<file path="config.mk">
export PLATFORM = sky130hd
export DESIGN_NAME = uart_apb_bridge
export DESIGN_NICKNAME = d
export VERILOG_FILES = /design/src/rtl/uart_apb_pkg.sv /design/src/rtl/uart_apb_tmo.sv /design/src/rtl/uart_apb_bridge.sv
export SDC_FILE = /design/constraint.sdc
export NUM_CORES = 1
export LEC_CHECK = 0
export BUFFER_PORTS_ARGS = -buffer_cell sky130_fd_sc_hd__buf_2
export CAP_MARGIN = 20
export CORE_MARGIN = 3
export CORE_UTILIZATION = 42
export CTS_CLUSTER_DIAMETER = 100
export CTS_CLUSTER_SIZE = 28
export DETAILED_ROUTE_END_ITERATION = 12
export PLACE_DENSITY = 0.8
export SLEW_MARGIN = 20
export SYNTH_ARGS = -nofsm -noshare
export SYNTH_HDL_FRONTEND = slang
export SYNTH_SLANG_ARGS = --single-unit
</file>
<file path="constraint.sdc">
create_clock -name pclk_i -period 1.8 [get_ports pclk_i]
set_clock_uncertainty 0.15 [all_clocks]
set_input_delay 0.36 -clock pclk_i [delete_from_list [all_inputs] [get_ports pclk_i]]
set_output_delay 0.36 -clock pclk_i [all_outputs]
set_load 0.01 [all_outputs]
</file>
<file path="src/rtl/uart_apb_pkg.sv">
// uart_apb_pkg: shared types and defaults for the UART APB bridge.
package uart_apb_pkg;

    typedef enum logic [1:0] {
        IDLE,
        REQ,
        RESP
    } uart_apb_state_e;

    localparam logic [31:0] UART_APB_DEF_BASE = 32'h1600_0000;
    localparam logic [31:0] UART_APB_DEF_MASK = 32'h0000_0fff;

    // Request fields are sized for the widest supported register port; the bridge uses the low bits.
    localparam int UART_APB_MAX_AW = 32;
    localparam int UART_APB_MAX_DW = 64;
    localparam int UART_APB_MAX_BE = UART_APB_MAX_DW / 8;

    typedef struct packed {
        logic [UART_APB_MAX_AW-1:0] addr;
        logic                       we;
        logic [UART_APB_MAX_BE-1:0] be;
        logic [UART_APB_MAX_DW-1:0] wdata;
    } uart_apb_req_t;

endpackage

</file>
<file path="src/rtl/uart_apb_tmo.sv">
// uart_apb_tmo: register-request timeout counter; expired stays high once the limit is reached.
module uart_apb_tmo #(
    parameter int TIMEOUT_CYCLES = 64
) (
    input  logic pclk_i,
    input  logic prst_ni,
    input  logic clear,
    input  logic run,
    output logic expired
);

    localparam int CW = $clog2(TIMEOUT_CYCLES);

    logic [CW-1:0] cnt_q;

    always_ff @(posedge pclk_i or negedge prst_ni) begin
        if (!prst_ni) begin
            cnt_q <= '0;
        end else if (clear) begin
            cnt_q <= '0;
        end else if (run && !expired) begin
            cnt_q <= cnt_q + CW'(1);
        end
    end

    assign expired = cnt_q == CW'(TIMEOUT_CYCLES - 1);

endmodule

</file>
<file path="src/rtl/uart_apb_bridge.sv">
// uart_apb_bridge: APB front end for the UART register file with a req/ack register handshake.
// Define UART_APB_TIMEOUT_EN to abort register accesses not acked within TIMEOUT_CYCLES.
module uart_apb_bridge
    import uart_apb_pkg::*;
#(
    parameter int                    ADDR_WIDTH     = 32,
    parameter int                    DATA_WIDTH     = 32,
    parameter int                    REG_ADDR_WIDTH = 12,
    parameter int                    REG_DATA_WIDTH = 16,
    parameter logic [ADDR_WIDTH-1:0] UART_ADDR_BASE = ADDR_WIDTH'(UART_APB_DEF_BASE),
    parameter logic [ADDR_WIDTH-1:0] UART_ADDR_MASK = ADDR_WIDTH'(UART_APB_DEF_MASK),
    parameter bit                    PRIV_ONLY      = 1'b0,
    parameter int                    TIMEOUT_CYCLES = 64,
    localparam int                   STRB_WIDTH     = DATA_WIDTH / 8,
    localparam int                   REG_BYTES      = REG_DATA_WIDTH / 8
) (
    input  logic                      pclk_i,
    input  logic                      prst_ni,
    input  logic [ADDR_WIDTH-1:0]     paddr_i,
    input  logic [2:0]                pprot_i,
    input  logic                      psel_i,
    input  logic                      penable_i,
    input  logic                      pwrite_i,
    input  logic [DATA_WIDTH-1:0]     pwdata_i,
    input  logic [STRB_WIDTH-1:0]     pstrb_i,
    output logic                      pready_o,
    output logic [DATA_WIDTH-1:0]     prdata_o,
    output logic                      pslverr_o,
    output logic                      reg_req_o,
    output logic [REG_ADDR_WIDTH-1:0] reg_addr_o,
    output logic                      reg_we_o,
    output logic [REG_BYTES-1:0]      reg_be_o,
    output logic [REG_DATA_WIDTH-1:0] reg_wdata_o,
    input  logic                      reg_ack_i,
    input  logic [REG_DATA_WIDTH-1:0] reg_rdata_i,
    input  logic                      reg_err_i
);

    localparam logic [STRB_WIDTH-1:0] BE_MASK = STRB_WIDTH'((1 << REG_BYTES) - 1);

    uart_apb_state_e       state_q, state_d;
    uart_apb_req_t         req_q, req_d;
    logic                  err_q, err_d;
    logic [DATA_WIDTH-1:0] prdata_d;
    logic                  dec_err, null_wr, tmo_expired, in_req;
    logic                  unused_bits;

    assign dec_err = ((paddr_i & ~UART_ADDR_MASK) != UART_ADDR_BASE) || (paddr_i[1:0] != 2'b00)
                   || (PRIV_ONLY && !pprot_i[0]) || (pwrite_i && |(pstrb_i & ~BE_MASK));
    assign null_wr = pwrite_i && (pstrb_i[REG_BYTES-1:0] == '0);

    always_comb begin
        state_d  = state_q;
        req_d    = req_q;
        err_d    = err_q;
        prdata_d = prdata_o;
        unique case (state_q)
            IDLE: if (psel_i && penable_i) begin
                req_d.addr  = UART_APB_MAX_AW'({paddr_i[REG_ADDR_WIDTH-1:2], 2'b00});
                req_d.we    = pwrite_i;
                req_d.be    = UART_APB_MAX_BE'(pwrite_i ? pstrb_i[REG_BYTES-1:0] : {REG_BYTES{1'b1}});
                req_d.wdata = UART_APB_MAX_DW'(pwdata_i[REG_DATA_WIDTH-1:0]);
                err_d       = dec_err;
                state_d     = (dec_err || null_wr) ? RESP : REQ;
            end
            REQ: if (reg_ack_i) begin
                err_d    = reg_err_i;
                prdata_d = req_q.we ? prdata_o : DATA_WIDTH'(reg_rdata_i);
                state_d  = RESP;
            end else if (tmo_expired) begin
                err_d   = 1'b1;
                state_d = RESP;
            end
            RESP:    state_d = IDLE;
            default: state_d = IDLE;
        endcase
    end

    always_ff @(posedge pclk_i or negedge prst_ni) begin
        if (!prst_ni) begin
            state_q  <= IDLE;
            req_q    <= '0;
            err_q    <= 1'b0;
            prdata_o <= '0;
        end else begin
            state_q  <= state_d;
            req_q    <= req_d;
            err_q    <= err_d;
            prdata_o <= prdata_d;
        end
    end

`ifdef UART_APB_TIMEOUT_EN
    uart_apb_tmo #(
        .TIMEOUT_CYCLES(TIMEOUT_CYCLES)
    ) u_tmo (
        .pclk_i  (pclk_i),
        .prst_ni (prst_ni),
        .clear   (!in_req),
        .run     (in_req && !reg_ack_i),
        .expired (tmo_expired)
    );
`else
    // Never fires: REQ waits for reg_ack_i indefinitely.
    assign tmo_expired = (TIMEOUT_CYCLES < 0);
`endif

    // Handshake outputs come straight from the state and request flops.
    assign in_req      = state_q == REQ;
    assign pready_o    = state_q == RESP;
    assign pslverr_o   = pready_o && err_q;
    assign reg_req_o   = in_req;
    assign reg_we_o    = in_req && req_q.we;
    assign reg_addr_o  = in_req ? req_q.addr[REG_ADDR_WIDTH-1:0] : '0;
    assign reg_be_o    = in_req ? req_q.be[REG_BYTES-1:0] : '0;
    assign reg_wdata_o = in_req ? req_q.wdata[REG_DATA_WIDTH-1:0] : '0;

    assign unused_bits = ^{pprot_i[2:1], pwdata_i, req_q};

endmodule

</file>
==> results.sh <==
export IMPL_grtUsageMet3=0.0445
export IMPL_grt_usage=0.155
export IMPL_wire_per_inst_um=14.4
export IMPL_drc_errors=0
export IMPL_first_pass_iters=4
export IMPL_yosys_cell_types_count=27
export IMPL_grtUsageMet1=0.198
export IMPL_crit_buf_inv=2
export IMPL_r2r_end="prdata_o[15]"
export IMPL_grt_pass1_vias=1687
export IMPL_dp_hpwl_um=3870
export IMPL_cp_max_fo=7
export IMPL_clkTransAtPathRegs_ps=100
export IMPL_place_congestion=0.740
export IMPL_cts_root_buffer="clkbuf_8"
export IMPL_r2r_start="state_q[1]"
export IMPL_status="finished, violations left"
export IMPL_critical_path_class="flop to primary output"
export IMPL_path_cells="and2b_4, buf_6, and2_1, buf_2"
export IMPL_min_to="prdata_o[9]"
export IMPL_nets=407
export IMPL_worst_path_largest_cell_delay_ps=380
export IMPL_final_cells=386
export IMPL_cp_start_kind="flop"
export IMPL_die_h_um=82.1
export IMPL_cts_tree="built"
export IMPL_grt_util_met2=0.258
export IMPL_finalPower_mw=2.50
export IMPL_antennaDiodeCount=0
export IMPL_grt_max_degree=49
export IMPL_grt_overflow=0
export IMPL_initial_utilization=0.439
export IMPL_fmax_mhz=527
export IMPL_place_ws_ps=15.7
export IMPL_peakVddDrop_v=0.000589
export IMPL_crit_family="simple AND/OR/NAND/NOR gates"
export IMPL_reg2regPathDepth=6
export IMPL_clkLatencyLatePin_ps=290
export IMPL_period_share=1.06
export IMPL_finalHoldViolCount=0
export IMPL_finalWirelength_um=5560
export IMPL_clk_path_buf_depth=2
export IMPL_hold_depth=2
export IMPL_p_leak_nw=1.85
export IMPL_synth_common_cells="dfrtp_1, mux2_4, and2_1"
export IMPL_hp_start="reg_rdata_i[9]"
export IMPL_required_ps=1290
export IMPL_netlist_area_um2=2430
export IMPL_core_area_um2=5540
export IMPL_grt_pass1_wl_um=8030
export IMPL_crit_path_top_delay_cell="dfrtp_1"
export IMPL_antenna_found_initial=0
export IMPL_syn_to_final_growth_pct=44.5
export IMPL_cp_arrival_ps=1390
export IMPL_via_per_inst=4.59
export IMPL_yosys_warnings=0
export IMPL_fp_dieW_um=82.1
export IMPL_fin_crit_ps=1900
export IMPL_layout_setup_ws_ps=-99.1
export IMPL_async_flop_share=1.00
export IMPL_synth_area_leader_cell="dfrtp_1"
export IMPL_drive_gt1_frac=0.682
export IMPL_hp_class="input pin to flop"
export IMPL_ys_seq_area_frac=0.494
export IMPL_htree_levels=2
export IMPL_num_vias=1770
export IMPL_ys_ff_latch=48
export IMPL_synthFlopType="dfrtp_1"
export IMPL_cts_buffers=5
export IMPL_drv_cap=0
export IMPL_critPathCaptureType="primary output"
export IMPL_setup_viol=29
export IMPL_synth_edf_count=0
export IMPL_powerDensity_nw_per_um2=710
export IMPL_final_max_slew_viol_count=0
export IMPL_synth_top_area_share=0.494
export IMPL_clkSinkCount=48
export IMPL_post_synth_top_count_cell="dfrtp_1"
export IMPL_io_pins=160
export IMPL_place_inst=370
export IMPL_violations="negative setup slack"
export IMPL_rsz0062_at_grt="yes"
export IMPL_synthCells=180
export IMPL_syn_avg_cell_area_um2=13.5
export IMPL_num_rows=27
export IMPL_place_area_um2=3060
export IMPL_dieArea_um2=6740
export IMPL_ant_nets=0
export IMPL_synth_area_leaders="dfrtp_1, mux2_4, and2_1"
export IMPL_place_port_buffers=122
export IMPL_drt_iter0_drc=39
export IMPL_r2r_slack_ps=0
export IMPL_final_area_um2=3510
export IMPL_grt_busiest_layer="met2"
[worst max path at each step]
| stage | from | endpoint | slack, ps | cells past startpoint |
|---|---|---|---|---|
| 5_1_grt | state_q[1] | reg_wdata_o[7] | -200 | 4 |
| 6_report | state_q[1] | reg_wdata_o[7] | -100 | 4 |
| 3_3_place_gp | state_q[1] | prdata_o[15] | 50 | 4 |
| 3_5_place_dp | state_q[1] | prdata_o[15] | 20 | 4 |
| 4_1_cts | state_q[1] | reg_wdata_o[7] | -120 | 4 |
| 2_1_floorplan | state_q[1] | reg_addr_o[2] | 160 | 3 |
[timing repair]
item / 4_1_cts / 5_1_grt
pin swaps: 17 / 10
endpoints found under the hold margin: 48 / 0
gates resized for setup: 26 / 31
setup endpoints to repair: 31 / 47
cloned: 2 / 1
setup buffers: 4 / 0
hold buffers: 1 / 0
[state kept, by name, summed over array words and instances (netlist names)]
name      cells
req_q        29
err_q         1
state_q       2
prdata_o     16
[power breakdown]
part	switching [mW]	total, mW	internal, mW
combinational	0.154	0.428	0.275
clock	0.354	0.765	0.411
sequential	0.0844	1.30	1.22
total	0.592	2.50	1.91
[final cells by class]
type	instances	area, um2
clock buffer	5	68.8
clock inverter	3	42.5
fill	428	2030
inverter	3	11.3
multi-input combinational	120	1130
sequential	48	1200
tap	72	90.1
timing repair buffer	135	966
[metal layers]
layer  vias up  part of all wire  wire length, um
li1        838                 -                -
met1       861              0.40             2200
met2        66              0.53             2930
met3         5             0.069              384
met4         0            0.0068               38
met5         -                 0                0
[worst register-to-register path, delay by kind of cell, from the launching register on]
family	cells	cell delay, ps
mux	1	330
simple gates	3	540
flops	1	380
buf+inv	2	290
[logic make-up (layout without fill, tap and decap cells)]
kind of cell	after synthesis	count (layout)	share of synthesized area
compound gates	10	10	0.0268
buf+inv	29	146	0.0916
flops	48	48	0.494
mux	43	43	0.253
other cells	1	18	0.00154
simple gates	49	49	0.133
[per-stage QoR]
step	util	setup TNS (ps)	hold slack [ps]
after global placement	0.552	0	213
after detailed placement	0.552	0	215
after CTS	0.605	-2990	126
final	0.634	-2620	135
after floorplan	-	0	-85.6
after global routing	0.634	-6510	116
[cell usage in the layout, fill, tap and decap left out, types with 2 or more instances in the layout]
master,count
clkbuf_8,5
o22ai_1,2
mux2_4,35
nor4_1,2
dfrtp_1,48
conb_1,18
and2_4,25
inv_1,3
and2_1,5
buf_6,30
buf_2,97
a31oi_1,3
mux2_2,8
nor2_1,6
o21ai_0,2
buf_12,5
nor4b_1,3
Power figures use the tool's default switching activity.
